File: src/rtl/trig_capture_ctrl.sv
// -----------------------------------------------------------------------------
// trig_capture_ctrl
//
// Capture sequencer for the logic-analyzer front end. It holds the trigger
// configuration and drives the UART byte-trigger's baud, match and mask
// inputs. It gates sample writes into a circular capture RAM. On arm it fills
// a programmable pre-trigger window, then waits for any enabled trigger
// source. After the trigger it counts post-trigger samples until the buffer
// holds DEPTH samples in total. It then flags completion and reports the
// trigger address, so readout can unroll the ring.
//
// Ports
//   clk, rst_n      system clock, asynchronous active-low reset
//   cfg_wr/addr/wdata  config write port (0 baud, 1 {mask,match},
//                      2 trig_en, 3 trig_pos); accepted only in IDLE/DONE
//   arm, abort      one-cycle capture start / cancel pulses
//   smpl_en         sample strobe from the decimator
//   trig_src        trigger pulses, bit 0 = UART byte trigger
//   uart_baud_cnt/uart_match/uart_mask  UART trigger configuration
//   wr_en, wr_addr  capture RAM write port (wr_en is combinational)
//   trig_addr       RAM address of the trigger sample
//   armed           high in PRE, WAIT or POST
//   capture_done    high in DONE
// -----------------------------------------------------------------------------
module trig_capture_ctrl #(
  parameter int ADDR_W = 9,
  parameter int N_SRC  = 4
) (
  input  logic              clk,
  input  logic              rst_n,
  input  logic              cfg_wr,
  input  logic [1:0]        cfg_addr,
  input  logic [15:0]       cfg_wdata,
  input  logic              arm,
  input  logic              abort,
  input  logic              smpl_en,
  input  logic [N_SRC-1:0]  trig_src,
  output logic [15:0]       uart_baud_cnt,
  output logic [7:0]        uart_match,
  output logic [7:0]        uart_mask,
  output logic              wr_en,
  output logic [ADDR_W-1:0] wr_addr,
  output logic [ADDR_W-1:0] trig_addr,
  output logic              armed,
  output logic              capture_done
);

  typedef enum logic [2:0] {
    S_IDLE,
    S_PRE,
    S_WAIT,
    S_POST,
    S_DONE
  } state_e;

  // DEPTH expressed in the post counter's width (ADDR_W+1 bits).
  localparam logic [ADDR_W:0] DEPTH_V = {1'b1, {ADDR_W{1'b0}}};
  localparam logic [ADDR_W:0] ONE_V   = {{ADDR_W{1'b0}}, 1'b1};

  state_e             state_q,     state_d;
  logic [15:0]        baud_q,      baud_d;
  logic [7:0]         match_q,     match_d;
  logic [7:0]         mask_q,      mask_d;
  logic [N_SRC-1:0]   trig_en_q,   trig_en_d;
  logic [ADDR_W-1:0]  trig_pos_q,  trig_pos_d;
  logic [ADDR_W-1:0]  wr_addr_q,   wr_addr_d;
  logic [ADDR_W-1:0]  trig_addr_q, trig_addr_d;
  logic [ADDR_W-1:0]  pre_cnt_q,   pre_cnt_d;
  logic [ADDR_W:0]    post_cnt_q,  post_cnt_d;
  logic               armed_q,     armed_d;
  logic               done_q,      done_d;

  logic               capturing;
  logic               hit;
  logic [ADDR_W-1:0]  pre_cnt_inc;
  logic [ADDR_W:0]    post_cnt_inc;
  logic [ADDR_W:0]    post_target;

  assign capturing    = (state_q == S_PRE) || (state_q == S_WAIT) || (state_q == S_POST);
  // abort wins over a coincident sample, so no write lands in the abort cycle.
  assign wr_en        = smpl_en && capturing && !abort;
  assign hit          = |(trig_src & trig_en_q);
  assign pre_cnt_inc  = pre_cnt_q + 1'b1;
  assign post_cnt_inc = post_cnt_q + 1'b1;
  // Post samples needed so that pre + post fills the whole ring exactly once.
  assign post_target  = DEPTH_V - {1'b0, trig_pos_q};

  always_comb begin
    // NOTE: every _d starts as its _q so each path below only names what it
    // changes; without these defaults the missing branches would infer latches.
    state_d     = state_q;
    baud_d      = baud_q;
    match_d     = match_q;
    mask_d      = mask_q;
    trig_en_d   = trig_en_q;
    trig_pos_d  = trig_pos_q;
    wr_addr_d   = wr_addr_q;
    trig_addr_d = trig_addr_q;
    pre_cnt_d   = pre_cnt_q;
    post_cnt_d  = post_cnt_q;

    // Config is locked while a capture is in flight.
    if (cfg_wr && !capturing) begin
      case (cfg_addr)
        2'd0:    baud_d = cfg_wdata;
        2'd1:    {mask_d, match_d} = cfg_wdata;
        2'd2:    trig_en_d = cfg_wdata[N_SRC-1:0];
        default: trig_pos_d = cfg_wdata[ADDR_W-1:0];
      endcase
    end

    // Natural wrap DEPTH-1 -> 0 from the ADDR_W-bit add.
    if (wr_en) begin
      wr_addr_d = wr_addr_q + 1'b1;
    end

    if (abort) begin
      state_d = S_IDLE;
    end else begin
      case (state_q)
        S_IDLE, S_DONE: begin
          if (arm) begin
            wr_addr_d  = '0;
            pre_cnt_d  = '0;
            post_cnt_d = '0;
            state_d    = (trig_pos_q == '0) ? S_WAIT : S_PRE;
          end
        end
        S_PRE: begin
          if (wr_en) begin
            pre_cnt_d = pre_cnt_inc;
            if (pre_cnt_inc == trig_pos_q) begin
              state_d = S_WAIT;
            end
          end
        end
        S_WAIT: begin
          if (hit) begin
            trig_addr_d = wr_addr_q;
            if (smpl_en) begin
              // The trigger-cycle sample is post sample 1 and may complete
              // the capture on its own.
              post_cnt_d = ONE_V;
              state_d    = (post_target == ONE_V) ? S_DONE : S_POST;
            end else begin
              post_cnt_d = '0;
              state_d    = S_POST;
            end
          end
        end
        S_POST: begin
          if (wr_en) begin
            post_cnt_d = post_cnt_inc;
            if (post_cnt_inc == post_target) begin
              state_d = S_DONE;
            end
          end
        end
        default: state_d = S_IDLE;
      endcase
    end

    armed_d = (state_d == S_PRE) || (state_d == S_WAIT) || (state_d == S_POST);
    done_d  = (state_d == S_DONE);
  end

  // NOTE: sequential state uses non-blocking assignments only, so every flop
  // samples the same pre-edge values regardless of statement order.
  always_ff @(posedge clk or negedge rst_n) begin
    if (!rst_n) begin
      state_q     <= S_IDLE;
      baud_q      <= '0;
      match_q     <= '0;
      mask_q      <= '0;
      trig_en_q   <= '0;
      trig_pos_q  <= '0;
      wr_addr_q   <= '0;
      trig_addr_q <= '0;
      pre_cnt_q   <= '0;
      post_cnt_q  <= '0;
      armed_q     <= 1'b0;
      done_q      <= 1'b0;
    end else begin
      state_q     <= state_d;
      baud_q      <= baud_d;
      match_q     <= match_d;
      mask_q      <= mask_d;
      trig_en_q   <= trig_en_d;
      trig_pos_q  <= trig_pos_d;
      wr_addr_q   <= wr_addr_d;
      trig_addr_q <= trig_addr_d;
      pre_cnt_q   <= pre_cnt_d;
      post_cnt_q  <= post_cnt_d;
      armed_q     <= armed_d;
      done_q      <= done_d;
    end
  end

  assign uart_baud_cnt = baud_q;
  assign uart_match    = match_q;
  assign uart_mask     = mask_q;
  assign wr_addr       = wr_addr_q;
  assign trig_addr     = trig_addr_q;
  assign armed         = armed_q;
  assign capture_done  = done_q;

endmodule

File: config.mk
export PLATFORM = sky130hd
export DESIGN_NAME = trig_capture_ctrl
export DESIGN_NICKNAME = d
export VERILOG_FILES = /design/src/rtl/trig_capture_ctrl.sv
export SDC_FILE = /design/constraint.sdc
export NUM_CORES = 1
export LEC_CHECK = 0
export CAP_MARGIN = 10
export CORE_MARGIN = 2
export CORE_UTILIZATION = 34
export DETAILED_ROUTE_END_ITERATION = 7
export PLACE_DENSITY_LB_ADDON = 0.05
export SETUP_SLACK_MARGIN = 0.2
export SLEW_MARGIN = 20
export SYNTH_ARGS = -nofsm -noshare
export SYNTH_HDL_FRONTEND = slang
export SYNTH_SLANG_ARGS = --single-unit
File: constraint.sdc
create_clock -name clk -period 3.05 [get_ports clk]
set_input_delay 0.61 -clock clk [delete_from_list [all_inputs] [get_ports clk]]
set_output_delay 0.61 -clock clk [all_outputs]
set_load 0.01 [all_outputs]
==> out/summary.txt <==
Detailed Routing Iterations Pass 1: 4
Placement Cell Area: 5389 µm²
Hold WS: 0.2721 ns
final core utilization: 45.65%
Final TNS setup: 0 ns
Final min period: 2.742 ns
Worst Tran Pin Value: 0.8845 ns
vias per cell: 4.904
height of the die: 116.7 µm
clock tree buffer depth: 2
vias in the first global route: 3,230
global-route wire length before repair: 16,360 µm
flops & latches, synth: 87
Cell Pwr Density: 632.4 nW/µm²
1st-iter DRT viols: 147
CP arrival: 3.01 ns
top_reg_cell synth: dfrtp_1
Max Cap Violations: 0
synthesized instance count: 387
layout cells sized above 1: 20.25%
H-tree depth: 3
status: completed
Netlist cell types: 46
Synth Area in Compound Gates: 7.788%
row count: 41
CTS tree: yes
clock sinks: 87
Post-synth EDFFs: 0
dpl hpwl: 7172 µm
max-slew violation count: 0
fillcell total: 1,205
Slew Limit Headroom: 40.98%
CP Max Fanout: 6
fmax: 0.3646 GHz
Post-Synth XOR/XNOR Area: 8.686%
yosys warns: 0
Layout Nets: 514
mean post-synth cell area: 11.17 µm²
Hold Crit Class: in2async
syn_nets: 421
via count: 3,217
GRT Util Overall: 15.74%
Crit. End Element: register
initial antenna violation count: 0
DRC violations left: 0
Finished Cell Area: 5714 µm²
Post-Route WL: 9903 µm
port bufs: 80
Final Wtd Congestion: 0.7854
# IOs: 81
critical path type: reg2reg
grt total ovfl: 0
CTS buffer count: 9
Synth Area in Adders: 1.737%
Seq/Total Area, Yosys: 50.38%
Leak Pwr: 2.360 nW
Layout area overhead: 32.22%
RSZ-0062 raised after global routing: false
antenna-violating nets left: 0
Core Region: 12,520 µm²
Netlist Area Pre-Place: 4322 µm²
CTS clk-pin slew, worst paths: 0.06 ns
Die X: 116.7 µm
WL per Instance: 15.10 µm
skew final: 0.007057 ns
Hold Fails Final Rpt: 0
Clock Latency Late Sink: 0.35 ns
cts hold-fix bufs: 0
Initial Util: 34.53%
period utilization: 89.92%
total die area: 13,630 µm²
Post-synth ARST share: 100.0%
largest net degree at the start of global routing: 45
Post-Synth Simple-Gate Area: 15.32%
Antenna Cells: 0
Worst setup SP type: register
mux cell area share after synthesis: 14.53%
CTS root buffer: clkbuf_16
setup violators final: 0
main combinational cell family by area after synthesis: simple AND/OR/NAND/NOR gates
Worst EP required: 3.32 ns
Max IR drop VDD: 329.3 µV
-- repair_timing --
action                                 4_1_cts  5_1_grt
setup endpoints to repair                    1        2
setup buffers                                0        0
pin swaps                                    0        0
gates resized for setup                      1        2
endpoints found under the hold margin        0        0
-- through the flow --
stage               worst slack [ns]  total power (W)  instances
finish                        0.3075         0.003614        656
global route                  0.2037         0.003818        656
CTS                           0.2455         0.003667        656
detailed placement            0.2006         0.002442        641
global placement              0.2310         0.002430        641
floorplan                     0.3812         0.001985        387
-- state kept, by name, indices dropped and copies added (netlist names) --
register       count
uart_match         8
pre_cnt_q          9
trig_en_q          4
armed              1
trig_addr          9
uart_mask          8
uart_baud_cnt     16
capture_done       1
state_q            3
post_cnt_q        10
wr_addr            9
trig_pos_q         9
-- placed cells by master (no fill, tap or decap), types with 3 or more instances in the layout --
cell type / n
ha_1: 6
nor3_2: 4
clkdlybuf4s50_1: 78
a31oi_1: 8
buf_4: 12
nor2_1: 34
and3_1: 4
mux2_2: 54
and2_1: 4
o21ai_0: 29
o31ai_1: 5
a21oi_1: 9
clkbuf_16: 9
nand2_1: 27
xor2_1: 14
or3_1: 3
nor3_1: 5
xnor2_1: 27
dfrtp_1: 86
inv_1: 5
nand3_1: 9
nand4_1: 8
nand2b_1: 6
-- metal layers --
metal | vias to the layer above | share of wire [%] | routed length [µm] | GRT usage, %
met1 | 1563 | 48 | 4772 | 21.09
met3 | 15 | 6.3 | 625 | 5.086
met2 | 73 | 43 | 4304 | 23.28
li1 | 1566 | - | - | -
met4 | 0 | 2.0 | 200 | 7.059
met5 | - | 0 | 0 | 0
-- where the power goes --
part / switching, W / total, W / internal [W]
Clock: 0.000465 / 0.00120 / 0.000737
Combinational: 0.000390 / 0.000927 / 0.000537
Sequential: 0.000146 / 0.00149 / 0.00134
Total: 0.00100 / 0.00361 / 0.00261
-- final cells by class --
| type | count | area (µm²) | area share [%] |
|---|---|---|---|
| Sequential cell | 87 | 2178 | 38.12 |
| Clock inverter | 5 | 81.33 | 1.423 |
| Multi-Input combinational cell | 285 | 2082 | 36.44 |
| Timing Repair Buffer | 92 | 899.6 | 15.74 |
| Inverter | 5 | 18.77 | 0.3284 |
| Tap cell | 172 | 215.2 | 3.766 |
| Clock buffer | 10 | 239.0 | 4.182 |
-- critical path, cell delays in order, from the launching register on --
cell	delay [ns]
dfrtp_2	0.46
or4_4	0.58
nor3_2	0.17
ha_1	0.27
nor3_1	0.19
nand2_1	0.07
nor2_1	0.09
nand4_1	0.15
or4b_1	0.52
a31oi_1	0.17
-- worst paths after layout --
| check | startpoint | endpoint | slack [ns] | cells after the start |
|---|---|---|---|---|
| max | trig_pos_q[4] | state_q[2] | 0.31 | 9 |
| min | rst_n | post_cnt_q[7] | 0.27 | 1 |
| max reg2reg | trig_pos_q[4] | state_q[2] | 0.31 | 9 |
| min reg2reg | uart_mask[4] | uart_mask[4] | 0.50 | 1 |
| max in group asynchronous | rst_n | uart_baud_cnt[8] | 2.12 | 2 |
| min in group clk | uart_mask[4] | uart_mask[4] | 0.50 | 1 |
-- synthesized netlist by cell type (all sizes together), types with 2 or more instances --
cell	count	share of area (%)
or3	4	0.69
and3	4	0.58
and2	4	0.58
dfrtp	87	50
xnor2	27	5.5
nor2	36	3.4
o31ai	5	0.87
and4	2	0.41
nand2b	6	0.87
inv	5	0.43
ha	6	1.7
or3b	2	0.41
clkbuf	6	0.52
nand2	27	2.3
mux2	54	14
buf	4	0.61
a31oi	8	1.2
nor3	9	1.4
nand4	8	1.2
nand3	9	1.0
nor4	3	0.78
xor2	15	3.2
o21ai	29	3.4
or2	2	0.29
nor3b	2	0.35
a21oi	9	1.0
a22oi	2	0.35
mux2i	2	0.46
-- kinds of logic (layout without fill, tap and decap cells) --
kind of cell | Yosys count | after routing
mux | 56 | 56
flops | 87 | 87
xor+xnor | 42 | 42
buf+inv | 15 | 112
fa+ha+maj | 6 | 6
simple gates | 123 | 123
compound gates | 58 | 58
Power figures use the tool's default switching activity.
==> RTL change 1 (same flow settings) <==
`wr_addr_q` no longer has a reset.
--- a/src/rtl/trig_capture_ctrl.sv
+++ b/src/rtl/trig_capture_ctrl.sv
@@ -176,3 +176,2 @@
       trig_pos_q  <= '0;
-      wr_addr_q   <= '0;
       trig_addr_q <= '0;
@@ -189,3 +188,2 @@
       trig_pos_q  <= trig_pos_d;
-      wr_addr_q   <= wr_addr_d;
       trig_addr_q <= trig_addr_d;
@@ -196,2 +194,6 @@
     end
+  end
+
+  always_ff @(posedge clk) begin
+    wr_addr_q <= wr_addr_d;
   end
Function: differs if rst_n is asserted again (counterexample within 4 cycles, from zero or initial values and one cycle with rst_n low); with rst_n held inactive, the same outputs for 4 cycles.
==> RTL change 1 against the original RTL <==
- routed wire length up 0.37%
- sequential cell count is the same
- via count grew 0.37%
- global-route usage is 0.053 points higher
- utilization increased by 0.63 points
- design area fell by 1.5%
- setup slack lost 18 ps
- synthesized area decreased by 1.0%
- total power fell by 3.4%
- cell count down 0.61%
- critical endpoint is now capture_done
- largest cell class unchanged
==> RTL change 1: results (changes against the original RTL) <==
| Metric | Value |
|---|---|
| Detailed Route WL | 9940 um (was 9900 um) |
| Buffers added on ports | 80 (unchanged) |
| Worst Hold Class | in -> async (unchanged) |
| Root Driver | clkbuf_16 (unchanged) |
| Synth Area in XOR/XNOR | 8.78% (was 8.69%) |
| Pin count of the biggest net entering global routing | 54 (was 45) |
| Via density per instance | 4.95 (was 4.90) |
| Clock skew | 9.49 ps (was 7.06 ps) |
| R2R Path Start | trig_pos_q[4] (unchanged) |
| First-pass GRT wire length | 16500 um (was 16400 um) |
| H-tree levels | 3 (unchanged) |
| Post-DRT Antenna Nets | 0 (unchanged) |
| Reg2Reg Setup Slack | 290 ps (was 310 ps) |
| Max incr delay on CP | 580 ps (about the same) |
| Worst Path Max Fanout | 6 (unchanged) |
| Post-Synth Adder-Cell Area | 1.76% (was 1.74%) |
| Slowest CP cell | or4_4 (unchanged) |
| Pre-CTS WS | 138 ps (was 201 ps) |
| Drt initial violations | 92 (was 147) |
| Initial DRT Pass Iterations | 4 (unchanged) |
| Synth top cells by count | dfrtp_1 (78), mux2_2 (54), nor2_1 (34) (was dfrtp_1 (87), mux2_2 (54), nor2_1 (34)) |
| Worst-path clk slew | 70 ps |
| Ranking of synthesized cells by area | dfrtp_1 (46%), mux2_2 (14%), xnor2_1 (5.5%), dfxtp_1 (4.2%), o21ai_0 (3.4%) (was dfrtp_1 (50%), mux2_2 (14%), xnor2_1 (5.5%), o21ai_0 (3.4%), nor2_1 (3.0%)) |
| Clk Latency, worst-skew pair | 350 ps (about the same) |
| Yosys warns | 0 (unchanged) |
| Gp weighted congestion | 0.776 (was 0.785) |
| CTS Buffer Depth | 2 (unchanged) |
| Placed cells | 636 (was 641) |
| Peak VDD IR | 416 uV (was 329 uV) |
| GRT Total Usage | 15.8% (was 15.7%) |
| CTS Buf Count | 9 (unchanged) |
| Sw frac | 28.2% (was 27.7%) |
| Cell variety after synth | 47 (was 46) |
| Register area share after synthesis | 49.9% (was 50.4%) |
| DP Wirelength | 7240 um (was 7170 um) |
| Nets | 513 (was 514) |
| Vias in the first global route | 3258 (was 3230) |
| Reg2reg end | capture_done (was state_q[2]) |
| Die area | 0.0135 mm^2 (was 0.0136 mm^2) |
| ANT cells | 0 (unchanged) |
| Share of flip-flops with an asynchronous set or reset | 89.7% (was 100%) |
| Share of layout cells above drive strength 1 | 20.0% (was 20.2%) |
| R2r worst-path depth | 9 (unchanged) |
| Antenna violations before repair | 0 (unchanged) |
| Outcome | completed (unchanged) |
| Max reg flops | 16 (unchanged) |
| Mux cell area share after synthesis | 14.7% (was 14.5%) |
| Pleak | 2.29 nW (was 2.36 nW) |
| Post-synthesis compound-gate area fraction | 7.87% (was 7.79%) |
| Syn Inst Count | 387 (unchanged) |
| Max-cap violations | 0 (unchanged) |
| Family with the most delay on the worst path | simple AND/OR/NAND/NOR gates (unchanged) |
| Layout Cells excl Fill | 652 (was 656) |
| Slew HR | 41.6% (was 41.0%) |
| CP Data Arrival Time | 3030 ps (was 3010 ps) |
RTL change 1: how the worst max path moves through the flow:
stage	from	end	slack (ps)
CTS	trig_pos_q[4]	state_q[2]	240
global route	trig_pos_q[4]	state_q[2]	170
global placement	smpl_en	wr_en	180
floorplan	trig_pos_q[3]	capture_done	380
detailed placement	smpl_en	wr_en	140
finish	trig_pos_q[4]	capture_done	290
RTL change 1: power groups by stage:
| stage | combinational [mW] | clock (mW) | sequential, mW |
|---|---|---|---|
| after floorplan | 0.447 | 0 | 1.54 |
| after global placement | 0.922 | 0 | 1.50 |
| final | 0.917 | 1.09 | 1.49 |
| after CTS | 0.927 | 1.13 | 1.49 |
| after global routing | 1.00 | 1.17 | 1.52 |
| after detailed placement | 0.923 | 0 | 1.51 |
RTL change 1: timing repair:
| action | CTS | global route |
|---|---|---|
| setup buffers | 0 | 0 |
| endpoints found under the setup margin | 1 | 2 |
| resized for setup | 1 | 3 |
RTL change 1: metrics by stage:
stage                     area, um^2  hold slack (ps)  power (mW)
after CTS                       5620              352        3.55
after floorplan                 4280              314        1.98
after global routing            5630              383        3.69
after global placement          5330              488        2.42
after detailed placement        5330              492        2.43
final                           5630              327        3.49
RTL change 1: metal layers:
layer / track usage (%) / up-vias / wire (um)
met4: 4.68 / 0 / 120
met3: 6.12 / 11 / 575
li1: - / 1559 / -
met5: 0 / - / 0
met2: 24.2 / 75 / 4560
met1: 20.9 / 1584 / 4690
RTL change 1: cell type report:
cell class | instances | area (um^2)
Fill cell | 1164 | 6530
Sequential cell | 87 | 2130
Multi-Input combinational cell | 285 | 2090
Timing Repair Buffer | 91 | 892
Clock buffer | 11 | 233
Tap cell | 168 | 210
Clock inverter | 5 | 56.3
Inverter | 5 | 18.8
==> RTL change 2 (same settings) <==
Without the edit above. `N_SRC`: 4 -> 8.
--- a/src/rtl/trig_capture_ctrl.sv
+++ b/src/rtl/trig_capture_ctrl.sv
@@ -26,3 +26,3 @@
   parameter int ADDR_W = 9,
-  parameter int N_SRC  = 4
+  parameter int N_SRC  = 8
 ) (
Interface: changed (resized trig_src); port bits go from 81 to 85. No check against the original RTL was run, so the function may have changed too.
==> RTL change 2 against the original RTL <==
- die area rose by 7.5%
- count of clock-buffer cells in the layout unchanged
- critical path depth increased by 3
- sequential cell count rose by 4
- routed wire length increased by 19%
- clock power barely moved
- synthesized area up 7.8%
- total power grew 15%
- setup slack worse by 46 ps
- design area is 8.0% higher
==> RTL change 2: results (changes against the original RTL) <==
| Metric | Value |
|---|---|
| Worst Setup End Kind | flip-flop (unchanged) |
| GRT Total Usage | 16.7% (was 15.7%) |
| Drt initial violations | 165 (was 147) |
| Placed cells | 681 (was 641) |
| Gp weighted congestion | 0.892 (was 0.785) |
| Outcome | completed (unchanged) |
| R2r worst-path depth | 12 (was 9) |
| WL met3 | 663 um (was 625 um) |
| Clk pwr share | 28.9% (was 33.3%) |
| Met1 Track Usage GR | 21.4% (was 21.1%) |
| Detailed Route WL | 11800 um (was 9900 um) |
| Yosys warns | 0 (unchanged) |
| Share of layout cells above drive strength 1 | 21.6% (was 20.2%) |
| Routing usage on met3 | 5.55% (was 5.09%) |
| Setup ws final | 261 ps (was 308 ps) |
| Pleak | 2.55 nW (was 2.36 nW) |
| # fillers | 1296 (was 1205) |
| Reg2Reg Setup Slack | 260 ps (was 310 ps) |
| Register area share after synthesis | 48.9% (was 50.4%) |
| Vias in the first global route | 3690 (was 3230) |
| Dpl cell area | 0.00579 mm^2 (was 0.00539 mm^2) |
| WL/cell | 16.8 um (was 15.1 um) |
| Met1 wire length | 5390 um (was 4770 um) |
| Initial DRT Pass Iterations | 4 (unchanged) |
| Routed met2 length | 5650 um (was 4300 um) |
| Sw power | 1.22 mW (was 1.00 mW) |
| Buffers added on ports | 84 (was 80) |
| First-pass GRT wire length | 19100 um (was 16400 um) |
| Cell variety after synth | 48 (was 46) |
| DP Wirelength | 8510 um (was 7170 um) |
| Clock skew | 8.17 ps (was 7.06 ps) |
| Pwr Density | 672 mW/mm^2 (was 632 mW/mm^2) |
| Ranking of synthesized cells by area | dfrtp_1 (49%), mux2_2 (14%), xnor2_1 (4.5%), o21ai_0 (2.8%), xor2_1 (2.6%) (was dfrtp_1 (50%), mux2_2 (14%), xnor2_1 (5.5%), o21ai_0 (3.4%), nor2_1 (3.0%)) |
| Max incr delay on CP | 460 ps (was 580 ps) |
| Syn Nets | 459 (was 421) |
| Peak VDD IR | 460 uV (was 329 uV) |
| Logic power comb | 1.32 mW (was 0.927 mW) |
| Pin count of the biggest net entering global routing | 59 (was 45) |
| Pre-CTS WS | 204 ps (was 201 ps) |
| Critical path origin | trig_pos_q[0] (was trig_pos_q[4]) |
| Worst Path Max Fanout | 2 (was 6) |
| Slew HR | 41.6% (was 41.0%) |
| Met2 Use GR | 27.4% (was 23.3%) |
| Nets | 557 (was 514) |
| Hold WS | 346 ps (was 272 ps) |
| # setup viols final | 0 (unchanged) |
| Vias | 3587 (was 3217) |
| Synth top cells by count | dfrtp_1 (91), mux2_2 (57), o21ai_0 (26) (was dfrtp_1 (87), mux2_2 (54), nor2_1 (34)) |
| Syn Inst Count | 421 (was 387) |
-- RTL change 2: changes by cell type after synthesis, moves of 6 or more --
| cell | before | now |
|---|---|---|
| nor2_1 | 34 | 25 |
| a31oi_1 | 8 | 0 |
| clkbuf_1 | 6 | 14 |
| o41ai_1 | 0 | 6 |
-- RTL change 2: kinds of logic after synthesis --
logic type	after synthesis	synth area share [%]
and+or+nand+nor	115	13.1
DFF	91	48.9
AOI/OAI and AO/OA	80	11.4
muxes	59	14.2
xor gates and xnor gates	40	8.11
buffers and inverters	30	2.71
adders and majority gates	6	1.61
-- RTL change 2: timing repair --
action | CTS | global route
setup buffers | 0 | 3
pin swaps | 0 | 1
endpoints found under the setup margin | 3 | 5
gates resized for setup | 2 | 9
-- RTL change 2: area by class of cell --
class	instances	area [um^2]	area share (%)
Clock buffer	10	229	3.71
Tap cell	176	220	3.57
Timing Repair Buffer	108	1020	16.5
Multi-Input combinational cell	300	2310	37.4
Clock inverter	6	87.6	1.42
Sequential cell	91	2280	36.9
Inverter	9	33.8	0.547
